### config.mk
export PLATFORM = sky130hd
export DESIGN_NAME = alu_mc
export DESIGN_NICKNAME = d
export VERILOG_FILES = /design/src/rtl/alu_mc_pkg.sv /design/src/rtl/alu_mc_core.sv /design/src/rtl/alu_mc.sv
export SDC_FILE = /design/constraint.sdc
export NUM_CORES = 1
export LEC_CHECK = 0
export BUFFER_PORTS_ARGS = -buffer_cell sky130_fd_sc_hd__buf_2
export CAP_MARGIN = 0
export CORE_MARGIN = 4
export CORE_UTILIZATION = 26
export DETAILED_ROUTE_END_ITERATION = 6
export SETUP_SLACK_MARGIN = 0.1
export SLEW_MARGIN = 20
export SYNTH_ARGS = -nofsm -noshare
export SYNTH_HDL_FRONTEND = slang
export SYNTH_SLANG_ARGS = --single-unit
### constraint.sdc
create_clock -name clk -period 10.3 [get_ports clk]
set_clock_uncertainty 0.15 [all_clocks]
set_input_delay 1.03 -clock clk [delete_from_list [all_inputs] [get_ports clk]]
set_output_delay 1.03 -clock clk [all_outputs]
set_load 0.02 [all_outputs]
### src/rtl/alu_mc_pkg.sv
// Shared types for the multi-cycle ALU: opcode and FSM state enums.
// ALU_MC_MULHU_EN enables the upper-half unsigned multiply (opcode 9).
package alu_types;

  typedef enum logic [3:0] {
    ALU_AND   = 4'd1,
    ALU_OR    = 4'd2,
    ALU_XOR   = 4'd3,
    ALU_MUL   = 4'd4,
    ALU_SLL   = 4'd5,
    ALU_SRL   = 4'd6,
    ALU_SRA   = 4'd7,
    ALU_ADD   = 4'd8,
    ALU_MULHU = 4'd9,
    ALU_SUB   = 4'd12,
    ALU_SLT   = 4'd13,
    ALU_SLTU  = 4'd15
  } alu_control_t;

  typedef enum logic [1:0] {S_IDLE, S_MUL, S_DONE} alu_mc_state_t;

  // Opcodes that take the iterative multiplier path instead of the 1-cycle core.
  function automatic logic is_mul_op(input logic [3:0] op);
`ifdef ALU_MC_MULHU_EN
    return (op == ALU_MUL) || (op == ALU_MULHU);
`else
    return op == ALU_MUL;
`endif
  endfunction

endpackage

### src/rtl/alu_mc_core.sv
// Combinational single-cycle datapath: logic, shifts, add/sub, compares.
// Multiply opcodes and unsupported codes yield result=0 here.
module alu_core
  import alu_types::*;
#(
  parameter  int N   = 32,
  localparam int SHW = $clog2(N)
) (
  input  logic [N-1:0] a,
  input  logic [N-1:0] b,
  input  logic [3:0]   control,
  output logic [N-1:0] result,
  output logic         overflow,
  output logic         zero,
  output logic         equal
);

  logic [N-1:0]   sum;
  logic [N-1:0]   diff;
  logic [SHW-1:0] shamt;

  assign sum   = a + b;
  assign diff  = a - b;
  assign shamt = b[SHW-1:0];

  always_comb begin
    result   = '0;
    overflow = 1'b0;
    case (control)
      ALU_AND:  result = a & b;
      ALU_OR:   result = a | b;
      ALU_XOR:  result = a ^ b;
      ALU_SLL:  result = a << shamt;
      ALU_SRL:  result = a >> shamt;
      ALU_SRA:  result = $signed(a) >>> shamt;
      ALU_ADD: begin
        result   = sum;
        overflow = (a[N-1] == b[N-1]) && (sum[N-1] != a[N-1]);
      end
      ALU_SUB: begin
        result   = diff;
        overflow = (a[N-1] != b[N-1]) && (diff[N-1] != a[N-1]);
      end
      ALU_SLT:  result = {{(N-1){1'b0}}, ($signed(a) < $signed(b))};
      ALU_SLTU: result = {{(N-1){1'b0}}, (a < b)};
      default:  result = '0;
    endcase
  end

  assign zero  = (result == '0);
  assign equal = (a == b);

endmodule

### src/rtl/alu_mc.sv
// Multi-cycle ALU with valid/ready on both sides; MUL is an N-step shift-add.
// Define ALU_MC_MULHU_EN to add MULHU (upper half of the 2N-bit product).
module alu_mc
  import alu_types::*;
#(
  parameter  int N   = 32,
  localparam int SHW = $clog2(N)
) (
  input  logic         clk,
  input  logic         rst,
  input  logic         in_valid,
  output logic         in_ready,
  input  logic [N-1:0] a,
  input  logic [N-1:0] b,
  input  logic [3:0]   control,
  output logic         out_valid,
  input  logic         out_ready,
  output logic [N-1:0] result,
  output logic         overflow,
  output logic         zero,
  output logic         equal
);

`ifdef ALU_MC_MULHU_EN
  localparam int PW = 2 * N;
`else
  localparam int PW = N;
`endif
  localparam logic [SHW-1:0] CNT_LAST = SHW'(N - 1);

  alu_mc_state_t state_q, state_d;

  logic [N-1:0]   result_q, result_d;
  logic           overflow_q, overflow_d;
  logic           zero_q, zero_d;
  logic           equal_q, equal_d;
  logic [PW-1:0]  mcand_q, mcand_d;
  logic [PW-1:0]  prod_q, prod_d;
  logic [N-1:0]   mplier_q, mplier_d;
  logic [SHW-1:0] cnt_q, cnt_d;

  logic [N-1:0]   core_result;
  logic           core_overflow;
  logic           core_zero;
  logic           core_equal;
  logic           accept;
  logic           start_mul;
  logic           mul_last;
  logic [PW-1:0]  prod_step;
  logic [N-1:0]   mul_res;

  alu_core #(.N(N)) u_core (
    .a        (a),
    .b        (b),
    .control  (control),
    .result   (core_result),
    .overflow (core_overflow),
    .zero     (core_zero),
    .equal    (core_equal)
  );

  assign accept    = in_valid && in_ready;
  assign start_mul = accept && is_mul_op(control);
  assign mul_last  = (state_q == S_MUL) && (cnt_q == CNT_LAST);
  assign prod_step = mplier_q[0] ? (prod_q + mcand_q) : prod_q;

`ifdef ALU_MC_MULHU_EN
  logic hi_q;

  always_ff @(posedge clk or posedge rst) begin
    if (rst)            hi_q <= 1'b0;
    else if (start_mul) hi_q <= (control == ALU_MULHU);
  end

  assign mul_res = hi_q ? prod_step[PW-1:N] : prod_step[N-1:0];
`else
  assign mul_res = prod_step;
`endif

  always_ff @(posedge clk or posedge rst) begin
    if (rst) state_q <= S_IDLE;
    else     state_q <= state_d;
  end

  always_comb begin
    state_d = state_q;
    case (state_q)
      S_IDLE: if (in_valid) state_d = is_mul_op(control) ? S_MUL : S_DONE;
      S_MUL:  if (mul_last) state_d = S_DONE;
      S_DONE: begin
        if (out_ready) begin
          if (in_valid) state_d = is_mul_op(control) ? S_MUL : S_DONE;
          else          state_d = S_IDLE;
        end
      end
      default: state_d = S_IDLE;
    endcase
  end

  always_comb begin
    in_ready  = (state_q == S_IDLE) || ((state_q == S_DONE) && out_ready);
    out_valid = (state_q == S_DONE);
  end

  // Operand/result datapath; a new accept always overrides the held result.
  always_comb begin
    result_d   = result_q;
    overflow_d = overflow_q;
    zero_d     = zero_q;
    equal_d    = equal_q;
    mcand_d    = mcand_q;
    prod_d     = prod_q;
    mplier_d   = mplier_q;
    cnt_d      = cnt_q;
    if (start_mul) begin
      mcand_d  = PW'(a);
      mplier_d = b;
      prod_d   = '0;
      cnt_d    = '0;
      equal_d  = core_equal;
    end else if (accept) begin
      result_d   = core_result;
      overflow_d = core_overflow;
      zero_d     = core_zero;
      equal_d    = core_equal;
    end else if (state_q == S_MUL) begin
      prod_d   = prod_step;
      mcand_d  = mcand_q << 1;
      mplier_d = mplier_q >> 1;
      cnt_d    = cnt_q + SHW'(1);
      if (mul_last) begin
        result_d   = mul_res;
        overflow_d = 1'b0;
        zero_d     = (mul_res == '0);
      end
    end
  end

  always_ff @(posedge clk or posedge rst) begin
    if (rst) begin
      result_q   <= '0;
      overflow_q <= 1'b0;
      zero_q     <= 1'b0;
      equal_q    <= 1'b0;
      mcand_q    <= '0;
      prod_q     <= '0;
      mplier_q   <= '0;
      cnt_q      <= '0;
    end else begin
      result_q   <= result_d;
      overflow_q <= overflow_d;
      zero_q     <= zero_d;
      equal_q    <= equal_d;
      mcand_q    <= mcand_d;
      prod_q     <= prod_d;
      mplier_q   <= mplier_d;
      cnt_q      <= cnt_d;
    end
  end

  assign result   = result_q;
  assign overflow = overflow_q;
  assign zero     = zero_q;
  assign equal    = equal_q;

endmodule

After elaboration in Yosys (flattened, before gate mapping). Index checks and enable logic that the tools add are counted.

Input port bits: 72. Logic and storage cells: 94. Register bits after elaboration: 138. Output and inout port bits: 37.

$add $sub $neg: 4. Shift-type cells: 3. Bitwise gates (word level): 4. Equality and inequality tests: 23. Reduce and logical (&&, ||, !) cells: 17. Order comparisons: 2. Mux-type cells: 32.

Operator list (number): 32-bit two-way mux (13); 32-bit one-hot mux with 10 select lines (1); 32-bit adder (2); 32-bit logical NOT (2); 32-bit less-than comparator (2); 32-bit bitwise AND (1); 32-bit == test (1); 32-bit OR (1); 32-bit by 5-bit << shifter with 32-bit output (1); 32-bit by 5-bit right shift with 32-bit output (1); 32-bit by 5-bit >>> shifter with 32-bit output (1); 32-bit subtractor (1); 32-bit XOR (1); 4-bit by 3-bit == test with 1-bit output (second input constant) (4); 4-bit == test (second input constant) (4); 5-bit two-way mux (3); 2-bit two-way mux (5); 4-bit by 2-bit == test with 1-bit output (second input constant) (2); 1-bit two-way mux (8); 2-bit nonzero test (4); 1-bit logical AND (6); 2-bit one-hot mux with 3 select lines (1); 3-bit AND reduction (2); 5-bit by 1-bit adder with 5-bit output (second input constant) (1); other kinds (13) (17).

Logic depth before layout (Yosys ltp). Gate-level depths: netlist of run 1.

Word-level depth: 7. Gate-level depth with buffers: 20. Depth with buffers taken out: 16.

Hierarchy. From an unflattened synthesis of run 1, not the netlist that was laid out.

Cell total of the unflattened synthesis: 2438. Area, all modules: 18926.9 µm².

Modules (own cells, without submodules): alu_core (seq. area each 0.0 µm², cells each 1454, area an instance 10401.2 µm², times used 1); alu_mc (seq. area each 3453.3 µm², cells each 984, area an instance 8525.7 µm², times used 1).

Least setup slack after synthesis of run 1. No wires, ideal clock.

Path kind: input -> register. From: in b[1]. To: reg zero_q, in the netlist zero. Arrival time: 5.399 ns. Cell stages on the path: 19. Data required time: 10.055 ns. Path slack: 4.656 ns. Path buffers: 5. Setup time: 0.095 ns. Path through: buf_2 clkinv_1 buf_2 clkbuf_1 buf_2 buf_1 ha_1 a211oi_1 o211ai_1 and3_1 nor2_1 o31ai_1 a41o_1 a2111oi_0 nor2_1 or4_1 nor4_2 nand4_1 o31ai_1.

Cells in the longest elaborated chain, start to end: 4. Elaborated cells between the ends (all ways): 13. Classes of those cells: add/sub: 2; order compare: 2; shift: 3; mux: 2; bitwise: 3; reduce/logical: 1.

Ends and longest elaborated chain: start: declaration (line alu_mc.sv:14) `input logic [N-1:0] b,`; 32-bit subtractor, or another cell as far along (line alu_mc_core.sv:23) `assign diff = a - b;`; 32-bit one-hot mux with 10 select lines (*) (line alu_mc_core.sv:29) `case (control)`; 32-bit logical NOT (*) (line alu_mc_core.sv:50) `assign zero = (result == '0);`; 1-bit two-way mux (*) (line alu_mc.sv:121) `end else if (accept) begin`; end signal: assignment (line alu_mc.sv:152) `zero_q <= zero_d;`; end: declaration (line alu_mc.sv:35) `logic zero_q, zero_d;`.

Every way passes the cells marked *; elsewhere a longest branch is shown, timed or not. A chain may end at the register's enable or synchronous reset.

Worst setup path in the final report of run 1. Ends and elaborated chain as after synthesis.

==> metrics.txt, run 1 <==
status finished, final reports clean; worst hold path stage count 1; CTS Buf Count 17; multi-input logic area 12960 µm²; Bufs and invs on worst path 2; port buffer count 108; kind of critical path in2reg; FP Rows 95; TritonCTS clock tree yes; PD cells 184.7 nW/µm²; Synth Net Count 2525; die height 268.1 µm; setup bufs post-CTS 0; Final Slew Violations 0; Net Sw Frac 49.38%; via count 19165; final count of hold timing violations 0; CTS Sinks 138; clock buffer depth 2; CP delay by family, top compound AO/OA/AOI/OAI gates; prevailing post-synth register cell dfrtp_1; Setup violations, final 0; worst r2r src cnt_q[0]; Worst EP required 10.54 ns; largest net degree at the start of global routing 96; EDFF count, synth 0; Critical Path Sink Type flip-flop; WL final 81.38 mm; Tmin final 6.254 ns; Core Area 67160 µm²; Final WS setup 4.046 ns; Fin Hold WS 0.3225 ns; Post-DP HPWL 60.38 mm; initial core utilization 26.19%; hold crit path type reg2reg; hold path endpoint result[6]; Mapped Avg Cell Area 7.590 µm²; antenna violations before repair 2; num ports 109; die width 268.1 µm; Final Cycle Share 60.72%; post-cts repair resize count 0; Clock Latency Late Sink 0.49 ns; Synth-to-Final Area Change 9.953%; HP Start result[6]; P_sw 1.764 mW; gr ovfl total 0; ys async rst share 100.0%; first drt pass iteration count 6; Reg2Reg Depth 13; post-synthesis cell area 17590 µm²; Total GRT Usage 22.00%; DRT iter0 DRCs 3059; reg-to-reg endpoint zero; die area 71860 µm²; max_slew headroom 26.46%; WL/cell 25.58 µm; Final Wtd Congestion 1.082; ANT cells 0; post-cts hold buffer count 0; Max Clock Freq 0.1599 GHz; Worst Path Arrival 6.49 ns; Static Leak 8.458 nW; Clock Tree Root clkbuf_16; crit path cell chain buf_2, clkinv_1, ha_1, a211oi_1, o211a_1, a211oi_1, o32ai_1, o311ai_0, or4_1, nor4_1, nand4_1, nor4_2, nand4_1, o31ai_1; residual DRC count 0; post-synthesis sequential area ratio 19.64%; number of global-route vias before repair 17744; H-tree Lvls 4; sequential group share of total power 26.4%; Worst VDD drop 0.0001279 V; Setup crit start kind primary input; worst slack, placed 3.772 ns; vias per cell 6.025; post-synth cell types 86; CP max-delay cell clkinv_1; Yosys reg bits 138; clock power share 18.3%; most frequent cells in the layout 334 x nand2_1, 174 x nor2_1, 158 x a21oi_1, 137 x dfrtp_1, 133 x ha_1; Syn Inst Count 2317; commonest non-fill, non-tap cell in the layout nand2_1; synth warn 0; Clock Pin Slew Worst Setup and Hold Paths 0.07 ns; FF/Latch Area 3455 µm²; layout net count 2503; first-pass GRT wire length 119.8 mm; slowest cell delay on critical path 0.72 ns; share of cells above drive strength 1 11.83%; crit-path max FO 30; Filler cells 7326; Comb power frac 55.4%; Internal 1.808 mW; Routed Antenna Nets 0; RSZ-0062 raised after global routing false; Slew @ Worst Pin 1.095 ns; Worst R2R Setup Slack 5.91 ns; setup_tns 0 ns; max cap viols 0
## cells in the mapped netlist (all sizes together), types with 17 or more instances
master / count / area share, %
nand2: 336 / 7.2
nor2: 177 / 3.8
a21oi: 158 / 4.5
dfrtp: 138 / 20
clkbuf: 133 / 2.8
ha: 133 / 9.5
o21ai: 127 / 3.6
mux2i: 113 / 6.4
inv: 112 / 2.4
o22ai: 72 / 2.6
a22oi: 61 / 2.6
nand3: 52 / 1.5
buf: 50 / 1.7
nor3: 50 / 1.4
a211oi: 49 / 2.1
o211ai: 41 / 1.8
mux2: 35 / 2.3
a21o: 30 / 1.3
mux4: 30 / 3.8
xnor2: 22 / 1.1
nor2b: 21 / 0.75
o31ai: 20 / 0.85
nor4: 19 / 0.71
a31oi: 18 / 0.64
nand4: 17 / 0.60
## routing by layer
| layer | share of wire, % | vias up | global-route usage, % | wire (µm) |
|---|---|---|---|---|
| li1 | - | 8577 | - | - |
| met1 | 42 | 9202 | 30.50 | 34220 |
| met2 | 43 | 1150 | 33.26 | 35250 |
| met3 | 10 | 232 | 4.569 | 8166 |
| met4 | 4.6 | 4 | 9.203 | 3716 |
| met5 | 0.033 | - | 0 | 27 |
## layout make-up
type | instances | area share, %
timing repair buffer | 142 | 4.148
multi-input combinational | 1882 | 67.02
tap | 873 | 5.649
clock inverter | 14 | 0.8089
inverter | 114 | 2.239
sequential | 138 | 17.87
clock buffer | 18 | 2.271
## flip-flops by register name, indices dropped and copies added (netlist names)
signal and flops:
mcand_q 32, mplier_q 32, prod_q 32, result 32, cnt_q 5, state_q 2, equal 1, overflow 1
zero 1
## stage by stage
step	power, mW	instance area, µm²	util, %	std cells
floorplan	2.263	17590	-	2317
global placement	2.872	18730	27.89	3149
detailed placement	2.875	18730	27.89	3149
CTS	3.544	19320	28.78	3181
global route	3.811	19340	28.79	3181
finish	3.572	19340	28.79	3181
## how the worst max path moves through the flow
stage / cells after the start / slack (ns) / start / endpoint
after global placement: 15 / 3.77 / b[1] / zero
after CTS: 15 / 4.29 / b[1] / zero
after floorplan: 19 / 4.66 / b[1] / zero
after global routing: 15 / 3.91 / b[1] / zero
after detailed placement: 15 / 3.77 / b[1] / zero
final: 14 / 4.05 / b[1] / zero
## power groups by stage
stage	Combinational, mW	Sequential [mW]	Clock (mW)
detailed placement	1.93	0.946	0
finish	1.98	0.942	0.653
global route	2.16	0.968	0.687
global placement	1.93	0.943	0
floorplan	1.31	0.953	0
CTS	1.94	0.938	0.669
## logic make-up after synthesis
kind of cell / Yosys count / share of synthesized area (%)
xor+xnor: 37 / 1.843
fa+ha+maj: 136 / 9.804
compound gates: 755 / 29.06
buf+inv: 297 / 6.951
simple gates: 776 / 20.14
flops: 138 / 19.64
mux: 178 / 12.56
(Power assumes the default switching activity.)
==> run 2, diff against run 1 <==
--- a/config.mk
+++ b/config.mk
@@ -5,6 +5,7 @@
 export SDC_FILE = /design/constraint.sdc
 export NUM_CORES = 1
 export LEC_CHECK = 0
+export ABC_AREA = 1
 export BUFFER_PORTS_ARGS = -buffer_cell sky130_fd_sc_hd__buf_2
 export CAP_MARGIN = 0
 export CORE_MARGIN = 4
==> constraint.sdc (replaced) <==
create_clock -name clk -period 5.2 [get_ports clk]
set_clock_uncertainty 0.15 [all_clocks]
set_input_delay 0.52 -clock clk [delete_from_list [all_inputs] [get_ports clk]]
set_output_delay 0.52 -clock clk [all_outputs]
set_load 0.02 [all_outputs]
==> metrics.txt, run 2 <==
status finished, final reports clean; max_slew headroom 20.87%; die height 278.2 µm; Net Sw Frac 53.57%; XOR/XNOR share of the synthesized area 0.3231%; largest net degree at the start of global routing 86; clock power share 15.8%; max cap viols 0; Internal 3.603 mW; vias per cell 5.331; post-synthesis cell area 18980 µm²; setup bufs post-CTS 0; initial core utilization 26.41%; hold crit path type in2async; residual DRC count 0; synth warn 0; Max Clock Freq 0.2843 GHz; post-cts repair resize count 0; CTS Buf Count 17; Clock Latency Late Sink 0.47 ns; num ports 109; Clock Pin Slew Worst Setup and Hold Paths 0.07 ns; Setup crit start kind primary input; Final Slew Violations 0; Final Wtd Congestion 1.076; DRT iter0 DRCs 3195; Comb power frac 59.1%; clock buffer depth 2; RSZ-0062 raised after global routing false; Yosys reg bits 138; Worst Path Arrival 3.77 ns; antenna violations before repair 4; crit-path max FO 36; layout net count 3549; most frequent cells in the layout 1076 x nand2_1, 566 x nand3_1, 427 x inv_1, 271 x nor2_1, 138 x dfrtp_1; P_sw 4.158 mW; Worst EP required 5.45 ns; multi-input logic area 13150 µm²; first-pass GRT wire length 140.5 mm; EDFF count, synth 0; Core Area 71850 µm²; PD cells 372.9 nW/µm²; TritonCTS clock tree yes; Tmin final 3.518 ns; FP Rows 98; Synth top cells by count 1077 x nand2_1, 566 x nand3_1, 428 x inv_1; top cells by area, synth nand2_1 21%, dfrtp_1 18%, nand3_1 15%; top-area cell type share of the netlist area 21.30%; gr ovfl total 0; die area 77370 µm²; post-synthesis sequential area ratio 18.20%; Setup violations, final 0; Mapped Avg Cell Area 5.704 µm²; CTS Sinks 138; Filler cells 8363; sequential group share of total power 25.1%; first drt pass iteration count 6; ys async rst share 100.0%; number of global-route vias before repair 21020; mux cell area share after synthesis 0%; kind of critical path in2reg; final count of hold timing violations 0; area leader, netlist nand2_1; via count 22949; commonest non-fill, non-tap cell in the layout nand2_1; Final WS setup 1.682 ns; worst slack, placed 1.320 ns; port buffer count 108; Critical Path Sink Type flip-flop; Static Leak 11.20 nW; adder-cell share of the synthesized area 9.086%; Syn Inst Count 3327; main combinational cell family by area after synthesis simple AND/OR/NAND/NOR gates; H-tree Lvls 4; Total GRT Usage 24.06%; die width 278.2 µm; most frequent cell after synthesis nand2_1; Synth Net Count 3535; area share of and/or/nand/nor cells after synthesis 47.95%; prevailing post-synth register cell dfrtp_1; Clock Tree Root clkbuf_16; Post-DP HPWL 77.90 mm; setup_tns 0 ns; power consumption 7.761 mW; Compound-Gate Fraction of Synth Area 11.76%; WL final 96.37 mm; share of cells above drive strength 1 7.931%; Synth-to-Final Area Change 9.693%; post-cts hold buffer count 0; FF/Latch Area 3453 µm²; WL/cell 22.39 µm; post-synth cell types 53; Slew @ Worst Pin 1.186 ns; Final Cycle Share 67.65%; Worst VDD drop 0.0002601 V; Routed Antenna Nets 0
-- run 2: cell families (layout without fill, tap and decap cells) --
family / Yosys count / count (layout)
other: 0 / 1
DFF: 138 / 138
and+or+nand+nor: 2083 / 2083
buffers and inverters: 589 / 616
xor gates and xnor gates: 7 / 7
AOI/OAI and AO/OA: 374 / 374
adders and majority gates: 136 / 136
-- run 2: area by class of cell --
cell class              instances  share of cell area, %
multi-input cells            2600                  63.16
diodes                          1                0.01202
repair buffers                140                  3.751
well taps                     950                  5.710
flip-flops and latches        138                  16.59
clock buffers                  18                  2.110
clock inverters                14                 0.6071
inverters                     444                  8.055
-- run 2: power groups by stage --
stage               logic, mW  clock network [mW]  registers, mW
finish                   4.59                1.22           1.95
floorplan                3.00                   0           1.94
global route             5.10                1.30           1.99
detailed placement       4.48                   0           1.96
global placement         4.46                   0           1.95
CTS                      4.51                1.25           1.94
-- run 2: final timing paths --
kind	startpoint	end	slack, ns	cells past startpoint
worst min-delay path	rst	mplier_q[26]	0.06	2
worst max-delay path	b[0]	zero	1.68	20
min in group clk	out_ready	state_q[1]	0.18	4
worst max register to register	mcand_q[0]	zero	1.91	17
max in group asynchronous	rst	result[12]	3.75	3
worst min register to register	result[8]	result[8]	0.33	2
-- run 2: worst max-delay path, cell delays in order --
cell and delay [ns]:
buf_2 0.11, buf_4 0.40, ha_1 0.42, fa_1 0.34, nand2_1 0.09, nand3_1 0.14, nand3_1 0.12, nand2_1 0.11
nand2_1 0.11, nand2_1 0.20, nand2_1 0.07, nand3_1 0.08, nand3_1 0.16, nor2_1 0.28, nand2_1 0.09, nor2_1 0.12
nand3_1 0.09, nor2_1 0.10, nand2_1 0.07, a21oi_2 0.13
-- run 2: metrics by stage --
stage	instances	util (%)	area [µm²]	hold slack [ns]
after detailed placement	4272	28.18	20250	0.3156
after global placement	4272	28.18	20250	0.3150
final	4305	28.97	20820	0.06462
after global routing	4304	28.97	20810	0.1320
after floorplan	3327	-	18980	0.2995
after CTS	4304	28.97	20810	0.1044
-- run 2: metal layers --
layer / track usage [%] / share of wire, % / vias up
met1: 33.35 / 43 / 10661
met2: 36.03 / 42 / 1267
met3: 4.807 / 9.8 / 194
li1: - / - / 10825
met5: 0 / 0.0083 / -
met4: 10.84 / 5.2 / 2
